### src/rtl/mac_window_requant.sv
// Window-sum extraction, int8 requantization and output FIFO for the MAC stream.
// Optional: define MAC_REQUANT_RELU_EN to clamp negative results to zero.
module mac_window_requant #(
    parameter int VEC_LEN = 16,
    parameter int SHIFT   = 4,
    parameter int DEPTH   = 4
) (
    input  logic        clk,
    input  logic        reset_n,
    input  logic [15:0] acc_in,
    input  logic        acc_step,
    input  logic        sync_clr,
    output logic [7:0]  out_data,
    output logic        out_valid,
    input  logic        out_ready,
    output logic        overflow,
    input  logic        clr_ovf
);

    localparam int CW = (VEC_LEN > 1) ? $clog2(VEC_LEN) : 1;
    localparam int PW = (DEPTH > 1) ? $clog2(DEPTH) : 1;

    localparam logic [CW-1:0] LAST = CW'(VEC_LEN - 1);
    localparam logic [PW:0]   FULL_CNT = (PW + 1)'(DEPTH);
    localparam logic signed [16:0] RND = 17'(1 << (SHIFT - 1));

    // Elaboration-time parameter sanity
    generate
        if (VEC_LEN < 1) begin : g_bad_vec
            $error("VEC_LEN must be >= 1");
        end
        if (SHIFT < 1 || SHIFT > 8) begin : g_bad_shift
            $error("SHIFT must be in 1..8");
        end
        if (DEPTH < 2 || (DEPTH & (DEPTH - 1)) != 0) begin : g_bad_depth
            $error("DEPTH must be a power of 2, >= 2");
        end
    endgenerate

    // ------------------------------------------------------------
    // Window tracking
    // ------------------------------------------------------------
    logic [CW-1:0] count;
    logic [15:0]   base;
    logic          done;

    // A clear cycle never completes a window, even with a step
    assign done = acc_step & ~sync_clr & (count == LAST);

    // Count accumulator steps inside the current window
    always_ff @(posedge clk or negedge reset_n) begin
        if (!reset_n) begin
            count <= '0;
        end else if (sync_clr) begin
            count <= '0;
        end else if (acc_step) begin
            count <= done ? '0 : count + 1'b1;
        end
    end

    // Snapshot the accumulator at every window boundary
    always_ff @(posedge clk or negedge reset_n) begin
        if (!reset_n) begin
            base <= '0;
        end else if (sync_clr || done) begin
            base <= acc_in;
        end
    end

    // ------------------------------------------------------------
    // Stage 1: modular window difference
    // ------------------------------------------------------------
    logic [15:0] delta;
    logic        d_vld;

    // Wrap-around of the accumulator cancels out in the 16-bit difference
    always_ff @(posedge clk or negedge reset_n) begin
        if (!reset_n) begin
            delta <= '0;
            d_vld <= 1'b0;
        end else begin
            d_vld <= done;
            if (done) begin
                delta <= acc_in - base;
            end
        end
    end

    // ------------------------------------------------------------
    // Stage 2: round half up, shift, saturate (combinational into FIFO)
    // ------------------------------------------------------------
    logic signed [16:0] r_sum;
    logic signed [16:0] r_shr;
    logic signed [7:0]  q_sat;
    logic signed [7:0]  q;

    // 17 bits hold delta plus the rounding constant without overflow
    always_comb begin
        r_sum = $signed({delta[15], delta}) + RND;
        r_shr = r_sum >>> SHIFT;
        if (r_shr > 17'sd127) begin
            q_sat = 8'sd127;
        end else if (r_shr < -17'sd128) begin
            q_sat = -8'sd128;
        end else begin
            q_sat = r_shr[7:0];
        end
    end

    // Optional activation clamp applied after saturation
    always_comb begin
`ifdef MAC_REQUANT_RELU_EN
        q = q_sat[7] ? 8'sd0 : q_sat;
`else
        q = q_sat;
`endif
    end

    // ------------------------------------------------------------
    // Output FIFO
    // ------------------------------------------------------------
    logic [7:0]    mem [DEPTH];
    logic [PW-1:0] wr_ptr;
    logic [PW-1:0] rd_ptr;
    logic [PW:0]   fcnt;
    logic          empty;
    logic          full;
    logic          pop;
    logic          push;
    logic          drop;

    assign empty = (fcnt == '0);
    assign full  = (fcnt == FULL_CNT);
    assign pop   = ~empty & out_ready;
    assign push  = d_vld & (~full | pop);
    assign drop  = d_vld & full & ~pop;

    // Pointers wrap naturally; the occupancy count tells full from empty
    always_ff @(posedge clk or negedge reset_n) begin
        if (!reset_n) begin
            wr_ptr <= '0;
            rd_ptr <= '0;
            fcnt   <= '0;
        end else begin
            if (push) begin
                wr_ptr <= wr_ptr + 1'b1;
            end
            if (pop) begin
                rd_ptr <= rd_ptr + 1'b1;
            end
            if (push && !pop) begin
                fcnt <= fcnt + 1'b1;
            end else if (pop && !push) begin
                fcnt <= fcnt - 1'b1;
            end
        end
    end

    // Storage needs no reset: reads are masked while empty
    always_ff @(posedge clk) begin
        if (push) begin
            mem[wr_ptr] <= q;
        end
    end

    // Sticky drop flag; a same-cycle drop wins over the clear
    always_ff @(posedge clk or negedge reset_n) begin
        if (!reset_n) begin
            overflow <= 1'b0;
        end else if (drop) begin
            overflow <= 1'b1;
        end else if (clr_ovf) begin
            overflow <= 1'b0;
        end
    end

    assign out_valid = ~empty;
    assign out_data  = empty ? 8'h00 : mem[rd_ptr];

endmodule

### config.mk
export PLATFORM = sky130hd
export DESIGN_NAME = mac_window_requant
export DESIGN_NICKNAME = d
export VERILOG_FILES = /design/src/rtl/mac_window_requant.sv
export SDC_FILE = /design/constraint.sdc
export NUM_CORES = 1
export LEC_CHECK = 0
export BUFFER_PORTS_ARGS = -buffer_cell sky130_fd_sc_hd__buf_2
export CAP_MARGIN = 20
export CORE_AREA = 4 4 101 103
export DETAILED_ROUTE_END_ITERATION = 6
export DIE_AREA = 0 0 105 107
export SLEW_MARGIN = 20
export SYNTH_ARGS = -nofsm -noshare
export SYNTH_HDL_FRONTEND = slang
export SYNTH_SLANG_ARGS = --single-unit
### constraint.sdc
create_clock -name clk -period 4.17 [get_ports clk]
set_input_delay 0.417 -clock clk [delete_from_list [all_inputs] [get_ports clk]]
set_output_delay 0.417 -clock clk [all_outputs]
set_load 0.02 [all_outputs]
==> out/metrics.yaml <==
global_routing:
  antenna_found_initial: 0
  grt_pass1_wl_um: 12400
  grt_pass1_vias: 2582
  grt_max_degree: 43
  track_usage_pct: 13.7
  grt_overflow_total: 0
run:
  cap_violations: 0
detailed_routing:
  wl_per_cell_um: 13.9
  vias_per_cell: 5.18
  antenna_left: 0
  first_pass_iters: 4
  wl_um: 6940
  drc_errors: 0
  drt_iter0_drc: 49
  vias: 2594
synth:
  synth_top_area_cell: "dfrtp_1"
  synth_nets: 396
  syn_area_per_cell_um2: 11.4
  synth_top_area_share_pct: 26.2
  synthArstFlopShare_pct: 56.8
  synthesis.area_um2: 4020
  synth_seq_cells: 74
  ys_top_cells_by_area: "dfrtp_1 26%, edfxtp_1 24%, ha_1 6.5%"
  netlist-cell-type-count: 53
  yosysWarnings: 0
  synth_edf_count: 32
  ys_seq_area_share_pct: 50.1
  synth_cells: 352
  synthFlopType: "dfrtp_1"
timing:
  clock.fmax_ghz: 0.407
  finalSetupTns_ns: 0
  setup_viol: 0
  slew_viol_final: 0
  layout_setup_ws_ns: 1.71
  grt_setup_unrepaired: "false"
  fin_crit_ns: 2.46
  min_period_over_period_pct: 59.0
  skew_ns: 0.00636
  relSlewSlack_pct: 39.2
  tightestPinTransition_ns: 0.912
  hold_ws_ns: 0.200
  hold_violations: 0
placement:
  dp_hpwl_um: 5150
  gp_congestion: 0.777
  dp_slack_ns: 1.64
  io_buffers: 31
setup_path:
  cp_max_fo: 28
  cp-start-kind: "flop"
  worst-setup-path-type: "flop to flop"
  ff2ff_setup_slack_ns: 1.71
  cp-end-kind: "flop"
  arrival_ns: 2.68
  required_ns: 4.39
floorplanning:
  die_area_um2: 11200
  start_util_pct: 43.7
  core_area_um2: 9200
  die_w_um: 105
  die_h_um: 107
  io_pins: 32
  row_count: 35
clocking:
  clk_path_buf_depth: 2
  postCtsResizedCells: 0
  clock_latency_ns: 0.34
  root_buffer: "clkbuf_8"
  cts_tree: "built"
  cts_made_buffers: 9
  clock_sinks: 74
  postCtsHoldBufs: 0
  cts_setup_buffers: 0
  htree_levels: 3
  clk_pin_slew_ns: 0.08
layout:
  multiInputGateArea_um2: 1880
  final_nets: 429
  antenna_cells: 0
  nFillCells: 852
  synthToLayoutAreaGrowth_pct: 13.0
  drive_gt1_share_pct: 21.0
  layout_common_cells: "42 x dfrtp_1, 32 x edfxtp_1, 31 x buf_2"
  final_common_cell: "dfrtp_1"
  regArea_um2: 2010
hold_path:
  hold_class: "input port to asynchronous set/reset pin"
outcome:
  status: "finished clean"
power:
  leakagePower_nw: 2.02
  p_per_area_nw_per_um2: 375
  max-vdd-ir-drop_mv: 0.168
path summary, 6_finish.rpt:
check                          from       end  cells past startpoint
setup / recovery           count[0]  base[11]                      5
hold / removal              reset_n  base[14]                      1
setup reg to reg           count[0]  base[11]                      5
hold reg to reg             fcnt[2]   fcnt[2]                      1
max in group asynchronous   reset_n  delta[9]                      1
min in group clk            clr_ovf  overflow                      2
per-layer routing:
layer  up-vias  GRT usage (%)  part of all wire, %
li1       1339              -                    -
met1      1203           17.5                   46
met2        39           22.6                   48
met3        13           2.77                  3.0
met4         0           6.19                  2.2
met5         -              0                    0
final cells by class:
cell class                      count  share of cell area (%)
Multi-Input combinational cell    245                    41.4
Sequential cell                    74                    44.3
Tap cell                          111                    3.06
Timing Repair Buffer               31                    3.42
Inverter                           24                    1.98
Clock buffer                        9                    2.73
Clock inverter                      7                    3.11
where the power goes:
part / switching [mW] / internal (mW)
Sequential: 0.00835 / 0.772
Clock: 0.267 / 0.458
Combinational: 0.110 / 0.0902
Total: 0.385 / 1.32
synth_stat cells (all sizes together) (5+ instances only):
master   n
a21oi   23
and2    14
clkbuf   6
dfrtp   42
edfxtp  32
ha      21
inv     24
mux2    18
mux4     8
nand2   29
nand3    9
nand4    6
nor2    12
nor4     6
o21ai   24
or3      5
xnor2   12
xor2    12
state kept, by name (all words and copies together), names as in the netlist:
| name | count |
|---|---|
| mem | 32 |
| base | 16 |
| delta | 13 |
| count | 4 |
| fcnt | 3 |
| rd_ptr | 2 |
| wr_ptr | 2 |
| d_vld | 1 |
| overflow | 1 |
stage by stage:
step	utilization (%)	area, um2	instances	total power, mW
after detailed placement	46.5	4280	485	0.998
final	49.4	4540	501	1.70
after global placement	46.5	4280	485	0.994
after global routing	49.4	4540	501	1.79
after CTS	49.4	4540	501	1.73
after floorplan	-	4020	352	0.943
logic make-up after synthesis:
| kind of cell | synth area share [%] |
|---|---|
| XOR/XNOR | 5.23 |
| buffers and inverters | 3.18 |
| AND/OR/NAND/NOR | 14.7 |
| AO/OA/AOI/OAI | 9.81 |
| adder cells (fa/ha/maj) | 7.04 |
| multiplexers | 10.0 |
| flip-flops | 50.1 |
worst max-delay path, stage by stage, from the launching register on:
cell,delay [ns]
dfrtp_1,0.41
ha_1,0.24
nand4_2,0.40
inv_1,0.23
nor2_2,0.64
mux2_2,0.41
(Power assumes the default switching activity.)
